<file path="config.mk">
export PLATFORM = sky130hd
export DESIGN_NAME = chunked_seq_adder_flat
export DESIGN_NICKNAME = d
export VERILOG_FILES = /design/src/rtl/chunked_seq_adder_if.sv /design/src/rtl/chunked_seq_adder.sv /design/src/flat_wrapper.sv
export SDC_FILE = /design/constraint.sdc
export NUM_CORES = 1
export LEC_CHECK = 0
export ABC_AREA = 1
export CORE_MARGIN = 3
export CORE_UTILIZATION = 63
export CTS_CLUSTER_DIAMETER = 30
export DETAILED_ROUTE_END_ITERATION = 8
export DONT_BUFFER_PORTS = 1
export PLACE_DENSITY = 0.84
export SETUP_SLACK_MARGIN = 0.5
export SYNTH_ARGS = -nofsm -noshare
export SYNTH_HDL_FRONTEND = slang
export SYNTH_SLANG_ARGS = --single-unit
</file>
<file path="constraint.sdc">
create_clock -name clk -period 2.6 [get_ports clk]
set_input_delay 0.39 -clock clk [delete_from_list [all_inputs] [get_ports clk]]
set_output_delay 0.39 -clock clk [all_outputs]
set_load 0.02 [all_outputs]
</file>
<file path="src/rtl/chunked_seq_adder_if.sv">
// Operand/result handshake bundle for chunked_seq_adder.
// master drives operands and out_ready; slave (the adder) drives in_ready and the result.
`timescale 1ns/1ps
interface chunked_seq_adder_if #(
    parameter int WIDTH = 16
);
    logic             in_valid;
    logic             in_ready;
    logic [WIDTH-1:0] a;
    logic [WIDTH-1:0] b;
    logic             cin;
    logic             sub;
    logic             out_valid;
    logic             out_ready;
    logic [WIDTH-1:0] sum;
    logic             cout;
    logic             ovf;

    modport master (
        output in_valid, a, b, cin, sub, out_ready,
        input  in_ready, out_valid, sum, cout, ovf
    );

    modport slave (
        input  in_valid, a, b, cin, sub, out_ready,
        output in_ready, out_valid, sum, cout, ovf
    );
endinterface

</file>
<file path="src/rtl/chunked_seq_adder.sv">
// Sequential adder/subtractor, CHUNK bits per cycle; result valid WIDTH/CHUNK cycles after accept.
// One op in flight: in_ready only in IDLE, result held in DONE until out_ready.
`timescale 1ns/1ps
module chunked_seq_adder #(
    parameter int WIDTH = 16,
    parameter int CHUNK = 4
) (
    input  logic                 clk,
    input  logic                 rst_n,
    chunked_seq_adder_if.slave   bus
);
    if (WIDTH < 1 || CHUNK < 1 || (WIDTH % CHUNK) != 0) begin : g_bad_param
        $error("chunked_seq_adder: WIDTH must be a positive multiple of CHUNK");
    end

    localparam int N  = WIDTH / CHUNK;
    localparam int KW = (N > 1) ? $clog2(N) : 1;

    typedef enum logic [1:0] {
        IDLE = 2'd0,
        RUN  = 2'd1,
        DONE = 2'd2
    } state_t;

    state_t           state_q, state_d;
    logic [WIDTH-1:0] a_q, a_d;
    logic [WIDTH-1:0] b_q, b_d;
    logic [WIDTH-1:0] sum_q, sum_d;
    logic             carry_q, carry_d;
    logic             cout_q, cout_d;
    logic             ovf_q, ovf_d;
    logic [KW-1:0]    k_q, k_d;

    logic [CHUNK-1:0] a_chunk;
    logic [CHUNK-1:0] b_chunk;
    logic [CHUNK:0]   chunk_res;
    logic             msb_cin;
    logic             last_chunk;
    logic             accept;

    assign accept     = (state_q == IDLE) && bus.in_valid;
    assign last_chunk = (k_q == KW'(N - 1));

    always_comb begin
        a_chunk   = a_q[int'(k_q) * CHUNK +: CHUNK];
        b_chunk   = b_q[int'(k_q) * CHUNK +: CHUNK];
        chunk_res = {1'b0, a_chunk} + {1'b0, b_chunk} + {{CHUNK{1'b0}}, carry_q};
        // On the last chunk this is the carry into bit WIDTH-1, needed for signed overflow.
        msb_cin   = a_chunk[CHUNK-1] ^ b_chunk[CHUNK-1] ^ chunk_res[CHUNK-1];
    end

    always_ff @(posedge clk or negedge rst_n) begin
        if (!rst_n) begin
            state_q <= IDLE;
        end else begin
            state_q <= state_d;
        end
    end

    always_comb begin
        state_d = state_q;
        case (state_q)
            IDLE:    if (bus.in_valid)  state_d = RUN;
            RUN:     if (last_chunk)    state_d = DONE;
            DONE:    if (bus.out_ready) state_d = IDLE;
            default:                    state_d = IDLE;
        endcase
    end

    always_comb begin
        bus.in_ready  = (state_q == IDLE);
        bus.out_valid = (state_q == DONE);
    end

    always_comb begin
        a_d     = a_q;
        b_d     = b_q;
        sum_d   = sum_q;
        carry_d = carry_q;
        cout_d  = cout_q;
        ovf_d   = ovf_q;
        k_d     = k_q;
        if (accept) begin
            a_d     = bus.a;
            b_d     = bus.sub ? ~bus.b : bus.b;
            carry_d = bus.sub | bus.cin;
            k_d     = '0;
        end else if (state_q == RUN) begin
            sum_d[int'(k_q) * CHUNK +: CHUNK] = chunk_res[CHUNK-1:0];
            carry_d = chunk_res[CHUNK];
            k_d     = k_q + 1'b1;
            if (last_chunk) begin
                cout_d = chunk_res[CHUNK];
                ovf_d  = msb_cin ^ chunk_res[CHUNK];
            end
        end
    end

    always_ff @(posedge clk or negedge rst_n) begin
        if (!rst_n) begin
            a_q     <= '0;
            b_q     <= '0;
            sum_q   <= '0;
            carry_q <= 1'b0;
            cout_q  <= 1'b0;
            ovf_q   <= 1'b0;
            k_q     <= '0;
        end else begin
            a_q     <= a_d;
            b_q     <= b_d;
            sum_q   <= sum_d;
            carry_q <= carry_d;
            cout_q  <= cout_d;
            ovf_q   <= ovf_d;
            k_q     <= k_d;
        end
    end

    assign bus.sum  = sum_q;
    assign bus.cout = cout_q;
    assign bus.ovf  = ovf_q;
endmodule

</file>
<file path="src/flat_wrapper.sv">
// flat-port wrapper written by rule: the top's interface ports become plain ports
module chunked_seq_adder_flat 
#(
    parameter int WIDTH = 16,
    parameter int CHUNK = 4
)
  (clk, rst_n, bus_in_valid, bus_a, bus_b, bus_cin, bus_sub, bus_out_ready, bus_in_ready, bus_out_valid, bus_sum, bus_cout, bus_ovf);
  chunked_seq_adder_if #(.WIDTH(WIDTH)) bus_i ();
  input  logic clk;
  input  logic rst_n;
  input wire logic [$bits(bus_i.in_valid)-1:0] bus_in_valid;
  input wire logic [$bits(bus_i.a)-1:0] bus_a;
  input wire logic [$bits(bus_i.b)-1:0] bus_b;
  input wire logic [$bits(bus_i.cin)-1:0] bus_cin;
  input wire logic [$bits(bus_i.sub)-1:0] bus_sub;
  input wire logic [$bits(bus_i.out_ready)-1:0] bus_out_ready;
  output wire logic [$bits(bus_i.in_ready)-1:0] bus_in_ready;
  output wire logic [$bits(bus_i.out_valid)-1:0] bus_out_valid;
  output wire logic [$bits(bus_i.sum)-1:0] bus_sum;
  output wire logic [$bits(bus_i.cout)-1:0] bus_cout;
  output wire logic [$bits(bus_i.ovf)-1:0] bus_ovf;
  assign bus_i.in_valid = bus_in_valid;
  assign bus_i.a = bus_a;
  assign bus_i.b = bus_b;
  assign bus_i.cin = bus_cin;
  assign bus_i.sub = bus_sub;
  assign bus_i.out_ready = bus_out_ready;
  assign bus_in_ready = bus_i.in_ready;
  assign bus_out_valid = bus_i.out_valid;
  assign bus_sum = bus_i.sum;
  assign bus_cout = bus_i.cout;
  assign bus_ovf = bus_i.ovf;
  chunked_seq_adder #(.WIDTH(WIDTH), .CHUNK(CHUNK)) u_core (.clk(clk), .rst_n(rst_n), .bus(bus_i));
endmodule
</file>
==> results.rst <==
.. list-table::
   :header-rows: 1

   * - Metric
     - Value
   * - Internal power
     - 2652 uW
   * - FF+latch count, synth
     - 55
   * - Part of the power in the clock network
     - 9.5%
   * - Placeable core region
     - 4086 sq um
   * - Final Skew
     - 0.01631 ns
   * - RSZ-0062 raised after global routing
     - true
   * - Distinct cell type count of the synthesized netlist
     - 23
   * - Netlist area before placement
     - 2730 sq um
   * - CTS root buffer
     - clkbuf_8
   * - Via Count
     - 2278
   * - Met2 Track Usage GR
     - 40.71%
   * - Average wire per cell in the routed design
     - 16.62 microns
   * - Setup Crit Path Kind
     - reg2reg
   * - Antenna diode instance count
     - 0
   * - Actual transition at the worst max-transition pin
     - 0.7360 ns
   * - Overall track demand over capacity in global routing
     - 23.71%
   * - Clock buffer depth
     - 2
   * - Final count of negative-setup-slack endpoints
     - 0
   * - Count of TritonRoute iterations in the first routing pass
     - 4
   * - GRT overflow
     - 0
   * - Die Outline Area
     - 5160 sq um
   * - Via/cell ratio
     - 5.948
   * - Number of warnings reported in the yosys synthesis log
     - 0
   * - Type of destination of the critical path
     - flip-flop
   * - Fin nets
     - 381
   * - Worst-path maximum fanout
     - 8
   * - Count of nets left with antenna violations after detail routing
     - 0
   * - DRC violations left
     - 0
   * - Placed Area
     - 2754 sq um
   * - Finished layout cell area
     - 3092 sq um
   * - Via count of the first global-routing pass
     - 2111
   * - CTS tree
     - done
   * - Fillers
     - 303
   * - Die Y
     - 71.83 microns
   * - P_leak
     - 0.001478 uW
   * - GRT Max-Usage Layer
     - met2
   * - Upper clock frequency limit
     - 436.6 MHz
   * - Sequential group share of total power
     - 30.4%
   * - Initial drt markers
     - 204
   * - VDD IR max
     - 0.0006774 V
   * - Number of max-cap violations
     - 0
   * - Hold crit path type
     - in2reg
   * - Clk_lat worst skew
     - 0.32 ns
   * - Number of slew-limit violations in the final report
     - 0
   * - Worst-case headroom to the max-slew limit
     - 50.86%
   * - Part of the power in combinational logic
     - 60.0%
   * - Met3 capacity usage during global routing
     - 5.470%
   * - Worst Path Required
     - 2.81 ns
   * - Final critical path time including I/O delays and setup
     - 2.291 ns
   * - Placer's final routability congestion estimate
     - 0.8356
   * - Post-DP HPWL
     - 4.046 mm
   * - Area used by multi-input combinational logic
     - 1318 sq um
   * - Initial antenna violation count
     - 0
   * - Total CTS buffers
     - 5
   * - Fraction of final layout cells with drive strength greater than 1
     - 17.12%
   * - Launching element type of the critical path
     - flip-flop
   * - Area growth, synth to finish
     - 13.24%
   * - Mean cell area of the mapped netlist
     - 8.585 sq um
   * - Cells after Synth
     - 318
   * - TNS Setup
     - 0 ns
   * - Clock-pin slew of the registers on the worst-case setup and hold paths
     - 0.09 ns
   * - Final Core Density
     - 75.66%
   * - Initial core utilization
     - 66.81%
   * - Seq/Total Area, Yosys
     - 50.41%
   * - Switching Power
     - 2467 uW
   * - Total power divided by cell area
     - 1656 nW/um^2
   * - Footprint of the flip-flops and latches
     - 1378 sq um
   * - Number of clock sinks seen by CTS
     - 55
   * - Run status
     - completed
   * - Hold violation total from the final report
     - 0
   * - Port Buf Inserts
     - 0
   * - I/O pin cnt
     - 58
   * - CP Cell Sequence
     - clkinvlp_4 -> o21ai_0 -> o22ai_1 -> fa_2 -> fa_2 -> nand2_2 -> nand2_2 -> a21oi_4 -> nand2_1 -> nand3_1 -> nand2_1
   * - Maximum number of pins on one net before global-route repair
     - 56
   * - Critical path's largest stage delay
     - 0.41 ns
   * - Horiz. Die Dim
     - 71.83 microns
   * - Slowest stage cell on the critical path
     - dfrtp_1
   * - Met1 usage in global routing
     - 29.45%
   * - Wire length reported by the detailed router
     - 6.366 mm
   * - Net Count, Synth
     - 367
   * - Fin crit share
     - 88.10%
   * - CTS H-Tree Depth
     - 2
   * - Wire length of the first global-routing pass
     - 9.604 mm
   * - Row count
     - 23
   * - Cells after DPL
     - 359
   * - Critical Path AT
     - 2.50 ns
   * - Final std cells w/o fill
     - 383
   * - Switching portion of total power
     - 48.20%
   * - Sum of internal, switching and leakage power
     - 5119 uW
## registers in the layout, indices dropped and copies added, names as in the netlist
| name | count |
|---|---|
| u_core.a_q | 16 |
| u_core.b_q | 16 |
| u_core.k_q | 2 |
| u_core.bus.ovf | 1 |
| u_core.bus.cout | 1 |
| u_core.state_q | 2 |
| u_core.carry_q | 1 |
| u_core.bus.sum | 16 |
## synth_stat cells
cell type	number	area share (%)
inv_1	11	1.5
fa_1	2	1.5
o21ai_0	26	4.8
xnor2_1	17	5.5
nand3_1	6	1.1
ha_1	9	4.1
o22ai_1	8	1.8
nor2_4	2	0.82
a22o_1	2	0.64
buf_2	6	1.1
a21oi_1	3	0.55
nand2_2	1	0.23
o31ai_1	3	0.82
nand2_1	103	14
o21ai_1	24	4.4
buf_6	2	0.82
o211ai_1	1	0.28
clkbuf_1	3	0.41
nor2_1	24	3.3
inv_2	6	0.82
dfrtp_1	55	50
buf_4	1	0.28
nand4_1	3	0.69
## per-stage QoR
stage	hold WS, ns	setup slack, ns
after floorplan	0.09441	0.4302
after global placement	0.09593	0.3017
after detailed placement	0.09572	0.1746
after CTS	0.1677	0.3384
after global routing	0.1732	0.2321
final	0.1593	0.3094
## final timing paths
| check | startpoint | to | slack (ns) | cells after the start |
|---|---|---|---|---|
| setup / recovery | u_core.k_q[1] | u_core.bus.ovf | 0.31 | 11 |
| hold / removal | bus_out_ready | u_core.state_q[1] | 0.16 | 1 |
| setup reg to reg | u_core.k_q[1] | u_core.bus.ovf | 0.31 | 11 |
| hold reg to reg | u_core.a_q[5] | u_core.a_q[5] | 0.49 | 2 |
| max in group asynchronous | rst_n | u_core.a_q[13] | 1.76 | 2 |
| min in group asynchronous | rst_n | u_core.bus.sum[13] | 0.58 | 2 |
## cells in the final DEF, fill, tap and decap left out, types with 2 or more instances in the layout
cell type  Yosys  final
clkbuf_8       0      6
nor2_4         2      2
o22ai_1        8      7
o21ai_1       24     26
inv_2          6      6
o21ai_0       26     20
a22o_1         2      2
ha_1           9      8
nand2_2        1      4
nand3_1        6      2
nand4_1        3      3
dfrtp_1       55     54
xnor2_1       17     16
buf_6          2      2
nor2_1        24     23
o31ai_1        3      3
buf_4          1     15
fa_2           0      2
nand2_1      103     99
nand3_2        0      4
inv_1         11      9
o21ai_2        0      4
## power groups by stage
stage	logic (uW)	clock network, uW	registers, uW
4_1_cts	2440	486	1550
3_3_place_gp	2050	0	1580
5_1_grt	3390	520	1590
6_report	3070	487	1560
2_1_floorplan	1730	0	1490
3_5_place_dp	2160	0	1580
## routing by layer
metal,vias up,part of all wire [%],wire length [microns]
met5,-,0,0
met4,0,2.7,170
met3,20,5.8,368
met2,88,52,3303
met1,1104,40,2524
li1,1066,-,-
## worst max-delay path: cells and delay by family (launching register included)
kind	cells	cell delay [ns]
buffers and inverters	1	0.20
AND/OR/NAND/NOR	5	0.41
AO/OA/AOI/OAI	3	0.38
adder cells (fa/ha/maj)	2	0.79
flip-flops	1	0.41
## cell families (layout without fill, tap and decap cells)
kind of cell | Yosys count | in the layout | synth area share [%]
XOR/XNOR | 17 | 17 | 5.454
AO/OA/AOI/OAI | 67 | 67 | 13.29
buffers and inverters | 29 | 44 | 4.950
adder cells (fa/ha/maj) | 11 | 11 | 5.591
flip-flops | 55 | 55 | 50.41
AND/OR/NAND/NOR | 139 | 139 | 20.30
## what timing repair did
item | CTS | global route
endpoints found under the setup margin | 15 | 15
endpoints found under the hold margin | 55 | 0
buffers inserted | 5 | 9
gates resized for setup | 13 | 18
pin swaps | 11 | 13
hold buffers | 2 | 0
## final cells by class
type	count	area share, %
Inverter	17	2.266
Timing Repair Buffer	19	5.585
Multi-Input combinational cell	234	42.61
Clock inverter	1	0.1619
Tap cell	50	2.023
Sequential cell	55	44.56
Clock buffer	7	2.792
Power figures use the tool's default switching activity.
